===== src/rtl/step_updown_counter.sv =====
// step_updown_counter: parametrised up/down counter that moves by a fixed STEP
// inside [MIN_VAL, MAX_VAL], with synchronous load, count enable, a
// combinational terminal-count flag and a registered wrap pulse.
// Optional feature: define STEP_CNT_SATURATE_EN to hold at the bounds
// instead of wrapping around (wrap then pulses for every held edge).
module step_updown_counter #(
    parameter int WIDTH   = 4,
    parameter int STEP    = 2,
    parameter int MIN_VAL = 0,
    parameter int MAX_VAL = 14
) (
    input  logic             clock,
    input  logic             reset,
    input  logic             en,
    input  logic             up,
    input  logic             load,
    input  logic [WIDTH-1:0] load_val,
    output logic [WIDTH-1:0] count,
    output logic             tc,
    output logic             wrap
);

    // One extra bit of headroom so count+STEP never overflows and
    // count-STEP shows its borrow in the top bit.
    localparam int W1 = WIDTH + 1;

    localparam logic [WIDTH:0]   STEP_X = W1'(STEP);
    localparam logic [WIDTH:0]   MIN_X  = W1'(MIN_VAL);
    localparam logic [WIDTH:0]   MAX_X  = W1'(MAX_VAL);
    localparam logic [WIDTH-1:0] MIN_N  = WIDTH'(MIN_VAL);
    localparam logic [WIDTH-1:0] MAX_N  = WIDTH'(MAX_VAL);

`ifdef STEP_CNT_SATURATE_EN
    localparam bit SATURATE = 1'b1;
`else
    localparam bit SATURATE = 1'b0;
`endif

    // Reject ranges the stepping logic cannot represent.
    if (MAX_VAL <= MIN_VAL || MAX_VAL > (2 ** WIDTH) - 1 ||
        ((MAX_VAL - MIN_VAL) % STEP) != 0) begin : g_bad_params
        $error("step_updown_counter: illegal WIDTH/STEP/MIN_VAL/MAX_VAL combination");
    end

    logic [WIDTH:0]   lv_x;
    logic [WIDTH:0]   offset;
    logic [WIDTH-1:0] norm_val;
    logic [WIDTH:0]   count_x;
    logic [WIDTH:0]   sum_up;
    logic [WIDTH:0]   diff_dn;
    logic             over_max;
    logic             under_min;
    logic [WIDTH-1:0] next_count;
    logic             next_wrap;

    // Clamp the load value into range and snap it down onto the STEP grid.
    always_comb begin
        lv_x   = {1'b0, load_val};
        offset = lv_x - MIN_X;
        if (lv_x < MIN_X) begin
            norm_val = MIN_N;
        end else if (lv_x > MAX_X) begin
            norm_val = MAX_N;
        end else begin
            norm_val = WIDTH'(MIN_X + (offset / STEP_X) * STEP_X);
        end
    end

    // Next count and wrap flag; priority is load, then enabled step, then hold.
    always_comb begin
        count_x    = {1'b0, count};
        sum_up     = count_x + STEP_X;
        diff_dn    = count_x - STEP_X;
        over_max   = (sum_up > MAX_X);
        under_min  = diff_dn[WIDTH] | (diff_dn[WIDTH-1:0] < MIN_N);
        next_count = count;
        next_wrap  = 1'b0;
        if (load) begin
            next_count = norm_val;
        end else if (en) begin
            if (up) begin
                if (over_max) begin
                    next_count = SATURATE ? count : MIN_N;
                    next_wrap  = 1'b1;
                end else begin
                    next_count = WIDTH'(sum_up);
                end
            end else begin
                if (under_min) begin
                    next_count = SATURATE ? count : MAX_N;
                    next_wrap  = 1'b1;
                end else begin
                    next_count = WIDTH'(diff_dn);
                end
            end
        end
    end

    // State register with asynchronous clear to the bottom of the range.
    always_ff @(posedge clock or posedge reset) begin
        if (reset) begin
            count <= MIN_N;
            wrap  <= 1'b0;
        end else begin
            count <= next_count;
            wrap  <= next_wrap;
        end
    end

    // Terminal count: an enabled step in the current direction would hit the bound.
    assign tc = ~reset & en & ~load &
                ((up & (count == MAX_N)) | (~up & (count == MIN_N)));

endmodule


===== config.mk =====
export PLATFORM = sky130hd
export DESIGN_NAME = step_updown_counter
export DESIGN_NICKNAME = d
export VERILOG_FILES = /design/src/rtl/step_updown_counter.sv
export SDC_FILE = /design/constraint.sdc
export NUM_CORES = 1
export LEC_CHECK = 0
export CORE_AREA = 2 2 39 41
export DETAILED_ROUTE_END_ITERATION = 10
export DIE_AREA = 0 0 41 43
export GPL_TIMING_DRIVEN = 0
export PLACE_DENSITY = 0.58
export SYNTH_ARGS = -nofsm -noshare
export SYNTH_HDL_FRONTEND = slang
export SYNTH_SLANG_ARGS = --single-unit

===== constraint.sdc =====
create_clock -name clock -period 1.75 [get_ports clock]
set_clock_uncertainty 0.1 [all_clocks]
set_input_delay 0.525 -clock clock [delete_from_list [all_inputs] [get_ports clock]]
set_output_delay 0.525 -clock clock [all_outputs]
set_load 0.01 [all_outputs]

After elaboration in Yosys (flattened, before gate mapping):

Index checks and enable logic that the tools add are counted.

* register bits after elaboration: 5
* output and inout port bits: 6

* $add $sub $neg: 2
* reduce and logical (&&, ||, !) cells: 2
* bitwise gates (word level): 10
* multiplexer cells: 11
* eq/ne operators: 1
* order comparisons: 3

Operator list (number)
* $mux 4: 6
* $add 4x2->5 const B: 1
* $and 1x1->1: 5
* $gt 5x4->1 const B: 1
* $mux 1: 5
* $sub 4x2->5 const B: 1
* $eq 4x4->1 const B: 1
* $gt 4x4->1 const B: 1
* $logic_not 4->1: 1
* $lt 4x1->1 const B: 1
* $not 1->1: 3
* $or 1x1->1: 2
* $reduce_bool 2->1: 1

Longest topological paths before layout:

Gate-level depths: netlist of run 1.

* word-level depth: 7
* gate-level depth with buffers: 6

Worst setup path after synthesis of run 1:

OpenSTA, ideal clock, no wires.

* path kind: input to output
* start point: in up
* end point: out tc
* data required time: 1125 ps
* slack: -26 ps
* cell stages on the path: 4
* arrival time: 1151 ps
* path through: buf_4 -> nor2_1 -> nand2_1 -> a211oi_1

* word-level cells in the longest chain between the ends: 4
* elaborated cells on any way between the ends: 5

Ends and longest elaborated chain
* start, declared: RTL line 15 `input logic up,`
* $not 1->1: RTL line 112 `((up & (count == MAX_N)) | (~up & (count == MIN_N)));`
* $and 1x1->1: RTL line 112
* $or 1x1->1 (*): RTL line 112
* $and 1x1->1 (*): RTL line 111 `assign tc = ~reset & en & ~load &`
* end, declared: RTL line 19 `output logic tc,`

Every way passes the cells marked *; elsewhere a longest branch is shown, timed or not.

Final worst setup path of run 1:

* start point: in en
* end point: out tc

* word-level cells in the longest chain between the ends: 3

Ends and longest elaborated chain
* start, declared: RTL line 14 `input logic en,`
* $and 1x1->1 (3 in series): RTL line 111

Every way passes these cells.

==> run metrics, run 1 <==
fin cells=89; minimum clock period=1870 ps; Non-Filler Cell Area, Final=662 µm²; reg2reg start=count[1]; RSZ-0062 raised after global routing=true; simple-gate share of the synthesized area=22.8%; WP data arrival=1250 ps; Worst R2R Path Depth=8; Worst R2R End=count[1]; cell area after synthesis=362 µm²; WL/cell=12.7 µm; Post-synth EDFFs=0; Die ar.=1760 µm²; PwrDens=665 nW/µm²; Worst EP required=1120 ps; worst slack at placement=-894 ps; total CTS buffers=3; nets=86; xor/xnor cell area share of the yosys netlist=0%; final setup margin=-123 ps; Final setup viols=4; Clock Latency Late Sink=230 ps; Total GRT Usage=16.2%; Root Driver=clkbuf_4; initial core utilization=26.1%; Storage cell area=103 µm²; worst hold path class=primary input to async pin; core area=1380 µm²; Yosys cell types=26; share of cells above drive strength 1=46.6%; register area share after synthesis=27.7%; post-synthesis mux area share=4.15%; CP startpoint kind=primary input; antenna violations before repair=0; Post-Place Cells=73; Final Hold Viols=0; die width=41 µm; dominant synthesized flop cell=dfrtp_1; Synth Register Bits=4; FMAX=0.534 GHz; leak pwr=0.302 nW; Vias per Instance=4.92; CTS tree=yes; largest family of logic cells by synthesized area=compound AO/OA/AOI/OAI gates; Synth Area in Compound Gates=26.0%; Worst VDD drop=191 µV; Remaining Overflow, GRT=0; dpl hpwl=672 µm; Setup crit end kind=primary output; maxcap violations=0; Post-Syn Area per Cell=7.86 µm²; std cell rows=14; Area Overhead vs Synth=83.0%; final core utilization=47.8%; dpl cell area=497 µm²; DRC=0; first-pass GRT wire length=1.95 mm; Synth Instances=46; largest net degree at the start of global routing=10; 1st-iter DRT viols=7; ys async rst share=100%; area occupied by multi-input gates=269 µm²; clk slew on worst S/H paths=40 ps; Max Slew Vio Count=0; vias in the first global route=472; Crit Path Max Fanout=6; Chip Height=43 µm; First-pass DRT Iterations=4; Port Buffers=11; DRT Wirelength=1.13 mm; Ports=15; final setup TNS=-323 ps; ANT cells=0; CTS Sinks=4; post-route antenna net violation count=0; failing checks=setup timing; routed via count=438; Max Buffers Root-to-Sink=2; syn_nets=57; CTS H-tree depth=1; fill cell count=135; Post-Synth Adder-Cell Area=6.92%; status=finished, violations left; R2R Setup Slk=-100 ps; final period utilization=107%; synth warn=0; Setup CP Type=primary input to primary output; Final GP Congestion=0.761
-- routing by layer --
layer  GRT usage, %  wire (µm)
met3           2.09         52
met1           17.5        457
met4           8.67          0
met5              0          0
met2           28.1        619
-- worst max-delay path, stage by stage --
cell and delay, ps:
clkdlybuf4s15_1 320, nand2b_4 90, a211oi_2 150, buf_2 160
-- cell usage in the layout (no fill, tap or decap), drive strengths merged, types with 2 or more instances in the layout --
master	count
a21oi	3
o21ai	3
clkbuf	3
a31oi	2
nor2	8
dfrtp	4
clkdlybuf4s50	4
nand2	3
dlygate4sd2	4
inv	4
clkdlybuf4s15	2
buf	17
nand3	2
ha	2
-- timing repair --
| item | 4_1_cts | 5_1_grt |
|---|---|---|
| endpoints found under the setup margin | 6 | 4 |
| endpoints found under the hold margin | 0 | 0 |
| pin swaps | 1 | 6 |
| hold buffers | 0 | 0 |
| setup buffers | 10 | 5 |
| gates resized for setup | 19 | 8 |
-- layout make-up --
cell class | instances | share of cell area [%]
repair buffers | 25 | 32.9
clock buffers | 3 | 3.40
plain buffers | 2 | 2.27
flip-flops and latches | 4 | 15.5
well taps | 16 | 3.02
inverters | 4 | 2.27
multi-input cells | 35 | 40.6
-- cell families (layout without fill, tap and decap cells) --
family                   after synthesis  count (layout)
multiplexers                           1               1
flip-flops                             4               4
adder cells (fa/ha/maj)                2               2
buffers and inverters                  7              34
other                                  1               1
AND/OR/NAND/NOR                       17              17
AO/OA/AOI/OAI                         14              14
-- power by group --
part	leakage, nW	internal [mW]	switching [mW]
sequential	0.0475	0.103	0.0173
combinational	0.240	0.116	0.0890
clock	0.0138	0.0768	0.0385
total	0.302	0.295	0.145
-- sequential cells by signal (all words and copies together), names as in the netlist --
name and flops:
count 3, wrap 1
-- worst max-delay path by stage --
stage,start,depth (start not counted),endpoint
after floorplan,up,4,tc
after detailed placement,load,4,tc
final,en,4,tc
after CTS,count[3],5,tc
after global routing,count[1],4,tc
after global placement,load,4,tc
-- stage by stage --
| stage | hold slack, ps | total power, mW |
|---|---|---|
| after CTS | 245 | 0.409 |
| after global placement | 631 | 0.256 |
| after floorplan | 191 | 0.203 |
| final | 242 | 0.440 |
| after detailed placement | 640 | 0.258 |
| after global routing | 261 | 0.476 |
-- cells in the mapped netlist (all sizes together) (2+ instances only) --
| master | instances | area (µm²) |
|---|---|---|
| ha | 2 | 25.0 |
| a21oi | 3 | 15.0 |
| buf | 3 | 26.3 |
| nor2 | 8 | 30.0 |
| o21ai | 3 | 18.8 |
| nand2 | 3 | 11.3 |
| inv | 4 | 15.0 |
| dfrtp | 4 | 100 |
| nand3 | 2 | 10.0 |
| a31oi | 2 | 12.5 |
(Power assumes the default switching activity.)
==> inputs of run 2 (changes only) <==
Settings changed: CAP_MARGIN set to 40, HOLD_SLACK_MARGIN set to 0.15.
==> results of run 2 <==
Final layout, timing and power as in run 1 (identical DEF).
